## config.mk

```make
export PLATFORM = sky130hd
export DESIGN_NAME = data_mem_arbiter
export DESIGN_NICKNAME = d
export VERILOG_FILES = /design/src/rtl/data_mem_arbiter_pkg.sv /design/src/rtl/data_mem_arbiter_addr_range_check.sv /design/src/rtl/data_mem_arbiter.sv
export SDC_FILE = /design/constraint.sdc
export NUM_CORES = 1
export LEC_CHECK = 0
export ABC_CLOCK_PERIOD_IN_PS = 3000
export CORE_AREA = 2 2 117 119
export CTS_BUF_LIST = sky130_fd_sc_hd__clkbuf_8
export CTS_CLUSTER_DIAMETER = 100
export DETAILED_ROUTE_END_ITERATION = 8
export DIE_AREA = 0 0 119 121
export PLACE_DENSITY = 0.71
export SLEW_MARGIN = 15
export SYNTH_ARGS = -nofsm -noshare
export SYNTH_HDL_FRONTEND = slang
export SYNTH_SLANG_ARGS = --single-unit
```

## constraint.sdc

```tcl
create_clock -name clk -period 3 [get_ports clk]
set_clock_uncertainty 0.05 [all_clocks]
set_input_delay 0.3 -clock clk [delete_from_list [all_inputs] [get_ports clk]]
set_output_delay 0.3 -clock clk [all_outputs]
set_load 0.05 [all_outputs]
```

## src/rtl/data_mem_arbiter_pkg.sv

```systemverilog
// Shared definitions for the data-memory arbiter: FSM states, port indices,
// default segment base and the address-check rule.
package data_mem_arbiter_pkg;

  typedef enum logic {
    ST_IDLE   = 1'b0,
    ST_LOCKED = 1'b1
  } arb_state_e;

  localparam int unsigned ADDR_W            = 32;
  localparam logic [31:0] DEFAULT_BASE_ADDR = 32'h1001_0000;

  localparam logic P0 = 1'b0;
  localparam logic P1 = 1'b1;

  // An address is bad when it is not word aligned or its word offset from
  // the segment base falls outside the memory. Addresses below the base wrap
  // to huge offsets, so they fail the range test without a separate compare.
  function automatic logic addr_fault(input logic [ADDR_W-1:0] addr,
                                      input logic [ADDR_W-1:0] base,
                                      input int unsigned       depth);
    logic [ADDR_W-1:0] offset;
    offset = addr - base;
    return (addr[1:0] != 2'b00) || ({2'b00, offset[ADDR_W-1:2]} >= depth);
  endfunction

endpackage

```

## src/rtl/data_mem_arbiter_addr_range_check.sv

```systemverilog
// Combinational alignment/range check of one byte address against the data
// segment.
module data_mem_arbiter_addr_range_check
  import data_mem_arbiter_pkg::*;
#(
  parameter int unsigned            DATA_WIDTH   = 32,
  parameter int unsigned            MEMORY_DEPTH = 64,
  parameter logic [DATA_WIDTH-1:0]  BASE_ADDR    = DEFAULT_BASE_ADDR
) (
  input  logic [DATA_WIDTH-1:0] addr_i,
  output logic                  err_o
);

  assign err_o = addr_fault(ADDR_W'(addr_i), ADDR_W'(BASE_ADDR), MEMORY_DEPTH);

endmodule

```

## src/rtl/data_mem_arbiter.sv

```systemverilog
// Two-port arbiter in front of the single-port data memory. Port 0 is the
// core data path, port 1 the loader/DMA engine. Round-robin arbitration with
// a bounded burst lock for port 1, address checking, and a one-cycle
// registered response per port.
module data_mem_arbiter
  import data_mem_arbiter_pkg::*;
#(
  parameter int unsigned           DATA_WIDTH   = 32,
  parameter int unsigned           MEMORY_DEPTH = 64,
  parameter logic [DATA_WIDTH-1:0] BASE_ADDR    = DEFAULT_BASE_ADDR,
  parameter int unsigned           MAX_LOCK     = 4
) (
  input  logic                  clk,
  input  logic                  reset,
  input  logic                  P0_Valid_i,
  input  logic                  P0_We_i,
  input  logic [DATA_WIDTH-1:0] P0_Address_i,
  input  logic [DATA_WIDTH-1:0] P0_Write_Data_i,
  output logic                  P0_Ready_o,
  output logic                  P0_Resp_Valid_o,
  output logic [DATA_WIDTH-1:0] P0_Read_Data_o,
  output logic                  P0_Err_o,
  input  logic                  P1_Valid_i,
  input  logic                  P1_We_i,
  input  logic [DATA_WIDTH-1:0] P1_Address_i,
  input  logic [DATA_WIDTH-1:0] P1_Write_Data_i,
  input  logic                  P1_Lock_i,
  output logic                  P1_Ready_o,
  output logic                  P1_Resp_Valid_o,
  output logic [DATA_WIDTH-1:0] P1_Read_Data_o,
  output logic                  P1_Err_o,
  output logic                  Mem_Write_Enable_o,
  output logic [DATA_WIDTH-1:0] Mem_Address_o,
  output logic [DATA_WIDTH-1:0] Mem_Write_Data_o,
  input  logic [DATA_WIDTH-1:0] Mem_Read_Data_i
);

  localparam int unsigned CNT_W = $clog2(MAX_LOCK + 1);

  arb_state_e             state_q, state_d;
  logic [CNT_W-1:0]       lock_cnt_q, lock_cnt_d;
  logic                   last_grant_q;

  logic                   gnt_p0, gnt_p1, accept;
  logic                   sel_we;
  logic [DATA_WIDTH-1:0]  sel_addr, sel_wdata;
  logic                   sel_err;
  logic [DATA_WIDTH-1:0]  rdata_d;

  logic [1:0]             resp_vld_q;
  logic [1:0]             err_q;
  logic [DATA_WIDTH-1:0]  rdata0_q, rdata1_q;

  // Grant selection; nothing is accepted while reset is held.
  always_comb begin
    gnt_p0 = 1'b0;
    gnt_p1 = 1'b0;
    if (!reset) begin
      if (P0_Valid_i && P1_Valid_i) begin
        if (state_q == ST_LOCKED)   gnt_p1 = 1'b1;
        else if (last_grant_q == P1) gnt_p0 = 1'b1;
        else                         gnt_p1 = 1'b1;
      end else if (P0_Valid_i) begin
        gnt_p0 = 1'b1;
      end else if (P1_Valid_i) begin
        gnt_p1 = 1'b1;
      end
    end
  end

  assign accept     = gnt_p0 | gnt_p1;
  assign P0_Ready_o = gnt_p0;
  assign P1_Ready_o = gnt_p1;

  // Request mux toward memory; port 0 drives the bus when idle.
  always_comb begin
    sel_we    = P0_We_i;
    sel_addr  = P0_Address_i;
    sel_wdata = P0_Write_Data_i;
    if (gnt_p1) begin
      sel_we    = P1_We_i;
      sel_addr  = P1_Address_i;
      sel_wdata = P1_Write_Data_i;
    end
  end

  data_mem_arbiter_addr_range_check #(
    .DATA_WIDTH   (DATA_WIDTH),
    .MEMORY_DEPTH (MEMORY_DEPTH),
    .BASE_ADDR    (BASE_ADDR)
  ) u_addr_chk (
    .addr_i (sel_addr),
    .err_o  (sel_err)
  );

  assign Mem_Write_Enable_o = accept & sel_we & ~sel_err;
  assign Mem_Address_o      = sel_addr;
  assign Mem_Write_Data_o   = sel_wdata;

  assign rdata_d = (!sel_we && !sel_err) ? Mem_Read_Data_i : '0;

  // Lock FSM next state. A burst ends on lock release, port-1 idle or after
  // MAX_LOCK contended grants; the return to IDLE with last_grant = P1 is what
  // hands the following contended cycle to port 0.
  always_comb begin
    state_d    = state_q;
    lock_cnt_d = lock_cnt_q;
    unique case (state_q)
      ST_IDLE: begin
        if (gnt_p1 && P1_Lock_i) begin
          state_d    = ST_LOCKED;
          lock_cnt_d = P0_Valid_i ? CNT_W'(1) : '0;
          if (lock_cnt_d >= CNT_W'(MAX_LOCK)) begin
            state_d    = ST_IDLE;
            lock_cnt_d = '0;
          end
        end
      end
      ST_LOCKED: begin
        if (gnt_p1 && P0_Valid_i) lock_cnt_d = lock_cnt_q + CNT_W'(1);
        if (!P1_Valid_i || !P1_Lock_i || lock_cnt_d >= CNT_W'(MAX_LOCK)) begin
          state_d    = ST_IDLE;
          lock_cnt_d = '0;
        end
      end
      default: begin
        state_d    = ST_IDLE;
        lock_cnt_d = '0;
      end
    endcase
  end

  // Arbitration state: FSM, burst counter and round-robin pointer.
  always_ff @(posedge clk) begin
    if (reset) begin
      state_q      <= ST_IDLE;
      lock_cnt_q   <= '0;
      last_grant_q <= P1;
    end else begin
      state_q    <= state_d;
      lock_cnt_q <= lock_cnt_d;
      if (accept) last_grant_q <= gnt_p1 ? P1 : P0;
    end
  end

  // Per-port response registers; read data holds between responses.
  always_ff @(posedge clk) begin
    if (reset) begin
      resp_vld_q <= '0;
      err_q      <= '0;
      rdata0_q   <= '0;
      rdata1_q   <= '0;
    end else begin
      resp_vld_q <= {gnt_p1, gnt_p0};
      if (gnt_p0) begin
        err_q[0] <= sel_err;
        rdata0_q <= rdata_d;
      end
      if (gnt_p1) begin
        err_q[1] <= sel_err;
        rdata1_q <= rdata_d;
      end
    end
  end

  assign P0_Resp_Valid_o = resp_vld_q[0];
  assign P1_Resp_Valid_o = resp_vld_q[1];
  assign P0_Err_o        = resp_vld_q[0] & err_q[0];
  assign P1_Err_o        = resp_vld_q[1] & err_q[1];
  assign P0_Read_Data_o  = rdata0_q;
  assign P1_Read_Data_o  = rdata1_q;

endmodule

```

==> results.cfg, run 1 <==
[clock_tree]
cts_sinks = 73
ctsHoldBuffers = 0
cts_buffers = 9
clk_pin_slew_ps = 80
cts_tree = yes
cts_setup_buffers = 0
max-clock-path-buffers = 2
h-tree-depth = 3
root_buffer = clkbuf_8
clkLatencyLatePin_ps = 330

[logic_synthesis]
synth_area_per_cell_um2 = 7.85
ys_seq_elements = 73
syn-num-nets = 635
mappedNetlistArea_um2 = 3660
ys_warn_count = 0
ys_seq_area_frac = 0.399
synthCells = 467
synthDistinctLibCells = 51

[route]
ant_nets = 0
wl_um = 16000
num_vias = 4628
firstDrtPassIters = 4
vias_per_cell = 4.83
routedWlPerCell_um = 16.7
drc = 0
detail_route.iter0.violations = 302

[placement]
place_hpwl_um = 13300
gp_congestion = 0.900
port_buffers = 301
placed_area_um2 = 7640

[worst_setup_path]
cp_data_arrival_time_ps = 2530
cp-end-kind = primary output
worstSetupPathType = input port to primary output
worstPathMaxFanout = 3
cp-start-kind = input port
crit_required_ps = 2650

[die]
core_um2 = 13100
ioPinCount = 302
dieHeight_um = 121
initial_core_util = 0.280
row_count = 42
dieArea_um2 = 14400
die-width_um = 119

[power_and_ir_drop]
p_comb_frac = 0.375
power.leakage_nw = 3.40
switching_power_mw = 0.934
powerDensity_nw_per_um2 = 369
ir_worst_vdd_v = 0.000173
swShare = 0.320
p_int_mw = 1.98
power.share.sequential = 0.335
p_clk_frac = 0.289

[timing]
worstMarginPinSlew_ps = 538
finalCriticalPeriod_ps = 2880
finalMaxSlewViolations = 0
hold_viol_final = 0
slew_headroom = 0.640
period_share = 0.959
finalSetupTns_ps = 0
fmax_ghz = 0.348
final-setup-viol-count = 0

[cells_and_area]
final_nets = 946
fin_util = 0.605
fin_area_um2 = 7910
seqCellArea_um2 = 1460
antenna_cells = 0
fillerInstances = 1092
drive_gt1_frac = 0.183
multi_input_area_um2 = 2080
syn2layout_area_growth_pct = 116

[grt]
overflow = 0
grt_max_degree = 36
grt_usage = 0.215
grt_antenna_before_repair = 0
grt_pass1_vias = 4681
grt_pass1_wl_um = 24600

[run_status]
status = finished clean

[hold_path]
worst_hold_path_type = input port to flip-flop

[job]
maxCapViolCount = 0
[power groups by stage]
stage / Combinational, mW / Sequential (mW) / Clock (mW)
floorplan: 0.431 / 1.00 / 0
global placement: 1.09 / 1.00 / 0
detailed placement: 1.10 / 1.00 / 0
CTS: 1.10 / 0.978 / 0.866
global route: 1.14 / 0.979 / 0.903
finish: 1.09 / 0.978 / 0.844
[worst paths after layout]
kind	startpoint	end	slack (ps)	cells past startpoint
max	P1_Address_i[25]	Mem_Write_Enable_o	120	9
min	P0_Valid_i	last_grant_q	410	3
max reg2reg	state_q	P1_Read_Data_o[2]	490	9
min reg2reg	P0_Read_Data_o[21]	P0_Read_Data_o[21]	430	1
[cells in the mapped netlist, drive strengths merged]
master	n	area (um^2)
o2bb2ai	1	15.0
inv	6	22.5
o211ai	1	7.51
o32ai	1	16.3
a311o	1	10.0
buf	10	71.3
ha	1	12.5
or4	6	52.6
and4bb	1	12.5
o21ai	7	35.0
a21oi	5	25.0
or3	3	26.3
clkbuf	17	73.8
and3	6	40.0
nand3b	1	7.51
and3b	2	17.5
nand2b	1	6.26
and2	3	18.8
dfxtp	73	1460
and2b	1	7.51
a22oi	1	7.51
nor4	9	71.3
o22ai	2	12.5
nor3	4	20.0
a31o	1	8.76
a311oi	1	8.76
a21boi	1	7.51
nand3	5	25.0
a211oi	4	35.0
nor4b	2	17.5
mux2i	1	10.0
nand2	196	743
a22o	64	563
nand4	6	37.5
nor2b	2	12.5
dlygate4sd1	3	26.3
a2111oi	5	62.6
xnor2	1	8.76
nor2	11	41.3
a31oi	1	6.26
[routing by layer]
metal / up-vias / GRT usage / share of wire
met5: - / 0 / 0
met4: 0 / 0.0871 / 0.032
met3: 28 / 0.0517 / 0.065
met2: 205 / 0.376 / 0.50
met1: 2129 / 0.252 / 0.40
li1: 2266 / - / -
[repair_timing]
| action | in CTS | in global routing |
|---|---|---|
| resized for setup | 11 | 19 |
| pin swaps | 5 | 11 |
| endpoints found under the setup margin | 1 | 1 |
[cell families after synthesis]
logic type	count (synthesis)	synth area share
muxes	1	0.00273
adders and majority gates	1	0.00341
AOI/OAI and AO/OA	96	0.224
xor gates and xnor gates	1	0.00239
buffers and inverters	36	0.0529
and+or+nand+nor	259	0.316
DFF	73	0.399
[worst max-delay path, cell delays in order]
cell and delay, ps:
clkdlybuf4s50_1 420, buf_4 140, nor4_1 270, buf_4 190, nand4_1 100, or4_4 430
a22oi_2 210, nor4b_4 280, buf_12 180
[cell type report]
cell class | instances | area share
multi-input combinational | 358 | 0.263
clock inverter | 7 | 0.0119
timing repair buffer | 330 | 0.494
tap | 176 | 0.0278
inverter | 6 | 0.00285
clock buffer | 9 | 0.0157
sequential | 73 | 0.185
[cell usage in the layout, fill, tap and decap left out, types with 3 or more instances in the layout]
cell type and instances:
or4_4 5, buf_12 67, nor2_1 8, a21oi_1 5, nand2_1 195, nand3_1 5, nand4_1 6, a211oi_1 3
and3_1 4, buf_4 29, clkbuf_8 9, a2111oi_0 3, dfxtp_1 73, clkdlybuf4s50_1 222, and2_1 3, a22o_1 62
nor4_1 7, dlymetal6s2s_1 8, nor3_1 3, o21ai_0 5, inv_1 6
[sequential cells by signal, summed over array words and instances (netlist names)]
name,cells
resp_vld_q,2
lock_cnt_q,3
err_q,2
P1_Read_Data_o,32
P0_Read_Data_o,32
state_q,1
last_grant_q,1
[stage by stage]
stage | cells | hold WS [ps] | setup slack [ps] | power, mW
4_1_cts | 959 | 436 | 0.855 | 2.94
3_3_place_gp | 943 | 410 | -241 | 2.09
5_1_grt | 959 | 433 | -7.97 | 3.03
2_1_floorplan | 467 | 376 | 174 | 1.44
6_report | 959 | 414 | 123 | 2.92
3_5_place_dp | 943 | 414 | -284 | 2.10
(Power assumes the default switching activity.)
==> inputs of run 2 (changes only) <==
--- a/config.mk
+++ b/config.mk
@@ -6,12 +6,15 @@
 export NUM_CORES = 1
 export LEC_CHECK = 0
 export ABC_CLOCK_PERIOD_IN_PS = 3000
-export CORE_AREA = 2 2 117 119
+export CELL_PAD_IN_SITES_DETAIL_PLACEMENT = 0
+export CELL_PAD_IN_SITES_GLOBAL_PLACEMENT = 2
+export CORE_MARGIN = 1.5
+export CORE_UTILIZATION = 16
 export CTS_BUF_LIST = sky130_fd_sc_hd__clkbuf_8
 export CTS_CLUSTER_DIAMETER = 100
 export DETAILED_ROUTE_END_ITERATION = 8
-export DIE_AREA = 0 0 119 121
-export PLACE_DENSITY = 0.71
+export MAX_ROUTING_LAYER = met4
+export PLACE_DENSITY_LB_ADDON = 0.1
 export SLEW_MARGIN = 15
 export SYNTH_ARGS = -nofsm -noshare
 export SYNTH_HDL_FRONTEND = slang
==> run 2 against run 1 <==
- die area rose by 65%
- routed wire length increased by 10%
- via count fell by 0.35%
- design area rose by 4.3%
- sequential share of layout area decreased by 0.74 points
- non-clock buffer count up 15
- setup slack worse by 46 ps
- cell count grew 13%
- critical endpoint unchanged
- largest cell class unchanged
==> results.cfg, run 2 (same netlist as run 1, synthesis figures left out) <==
[worst_setup_path]
crit_required_ps = 2650
slowest_stage = or4_4
path_cells = dlygate4sd2_1 > or4_4 > a311o_1 > or4_4 > a22oi_2 > nor4b_4 > buf_12
r2r-start = state_q
slowest_delay_ps = 510
worstPathMaxFanout = 4
worstSetupPathType = input port to primary output
cp_data_arrival_time_ps = 2570
cp-end-kind = primary output
crit_top_cell = or4_4
cp_top_family = simple AND/OR/NAND/NOR gates
critPathBufInv = 2
startpoint = P1_Address_i[17]
cp-start-kind = input port

[timing]
finalSetupTns_ps = 0
final-setup-viol-count = 0
fmax_ghz = 0.342
slew_headroom = 0.614
finalCriticalPeriod_ps = 2920
period_share = 0.974
finalMaxSlewViolations = 0
hold_viol_final = 0
worstMarginPinSlew_ps = 578
setup_slack_ps = 76.7

[route]
ant_nets = 0
vias_per_cell = 4.26
drc = 0
detail_route.iter0.violations = 127
routedWlPerCell_um = 16.3
firstDrtPassIters = 4
wl_um = 17700
num_vias = 4612

[clock_tree]
cts_buffers = 9
h-tree-depth = 3
max-clock-path-buffers = 2
cts_sinks = 73
root_buffer = clkbuf_8
ctsHoldBuffers = 0
cts_tree = yes
clk_pin_slew_ps = 80
clkLatencyLatePin_ps = 330

[cells_and_area]
antenna_cells = 0
syn2layout_area_growth_pct = 125
final_common_cell = clkdlybuf4s50_1
drive_gt1_frac = 0.202
fillerInstances = 2299
final_cell_mix = 219 x clkdlybuf4s50_1, 195 x nand2_1, 72 x dfxtp_1
final_nets = 961

[placement]
place_hpwl_um = 14000
dp_slack_ps = -312
gp_congestion = 0.767
port_buffers = 301

[die]
die-width_um = 154
ioPinCount = 302
dieHeight_um = 154
row_count = 55
initial_core_util = 0.162
core_um2 = 22600
dieArea_um2 = 23800

[hold_path]
hp-start = P1_Read_Data_o[23]
worst_hold_path_type = flip-flop to flip-flop

[power_and_ir_drop]
power.leakage_nw = 3.50
powerDensity_nw_per_um2 = 351
ir_worst_vdd_v = 0.000260

[grt]
grt_pass1_wl_um = 26700
overflow = 0
grt_max_degree = 37
grt_usage = 0.147
grt_pass1_vias = 4838
grt_antenna_before_repair = 0

[run_status]
status = finished clean

[job]
maxCapViolCount = 0
==> run 2: cell types whose count changed in the layout (fill, tap and decap cells not counted), sizes merged, moves of 2 or more <==
cell / previous run / this run
clkdlybuf4s50: 222 / 219
buf: 96 / 111
dlymetal6s2s: 8 / 10
clkdlybuf4s15: 1 / 3
==> run 2: worst paths after layout <==
path | endpoint | slack, ps | cells past startpoint
max | Mem_Write_Enable_o | 80 | 7
min | P1_Read_Data_o[23] | 430 | 1
max reg2reg | P0_Read_Data_o[22] | 460 | 11
min reg2reg | P1_Read_Data_o[23] | 430 | 1
==> run 2: layout make-up <==
class | instances | area, um^2 | area share
sequential | 73 | 1460 | 0.177
multi-input combinational | 358 | 2140 | 0.260
timing repair buffer | 345 | 4060 | 0.492
inverter | 6 | 22.5 | 0.00273
clock inverter | 6 | 67.6 | 0.00819
clock buffer | 10 | 138 | 0.0167
tap | 285 | 357 | 0.0432
==> run 2: stage by stage <==
step | cell area [um^2] | total power [mW] | instances | hold slack (ps) | util
after detailed placement | 7900 | 2.12 | 1065 | 414 | 0.350
final | 8250 | 2.90 | 1083 | 431 | 0.365
after global placement | 7900 | 2.12 | 1065 | 410 | 0.350
after floorplan | 3680 | 1.44 | 467 | 376 | -
after CTS | 8150 | 2.93 | 1081 | 434 | 0.361
after global routing | 8250 | 3.03 | 1083 | 445 | 0.365
==> run 2: power breakdown <==
group          switching [mW]  internal [mW]
clock                   0.389          0.410
combinational           0.567          0.555
sequential            0.00385          0.974
==> run 2: what timing repair did <==
action / CTS / global route
setup buffers: 1 / 2
hold endpoints to repair: 0 / 0
pin swaps: 9 / 13
endpoints found under the setup margin: 1 / 1
resized for setup: 20 / 19
==> run 2: worst reg2reg max path: cells and delay by family (launching register included) <==
family / cells / cell delay, ps
compound gates: 3 / 560
buf+inv: 5 / 810
flops: 1 / 360
simple gates: 3 / 720
==> run 2: layer usage <==
metal,up-vias,part of all wire,global-route usage
li1,2285,-,-
met1,2108,0.42,0.166
met2,205,0.49,0.256
met3,14,0.084,0.0440
met4,0,0.014,0.0343
met5,-,0,-
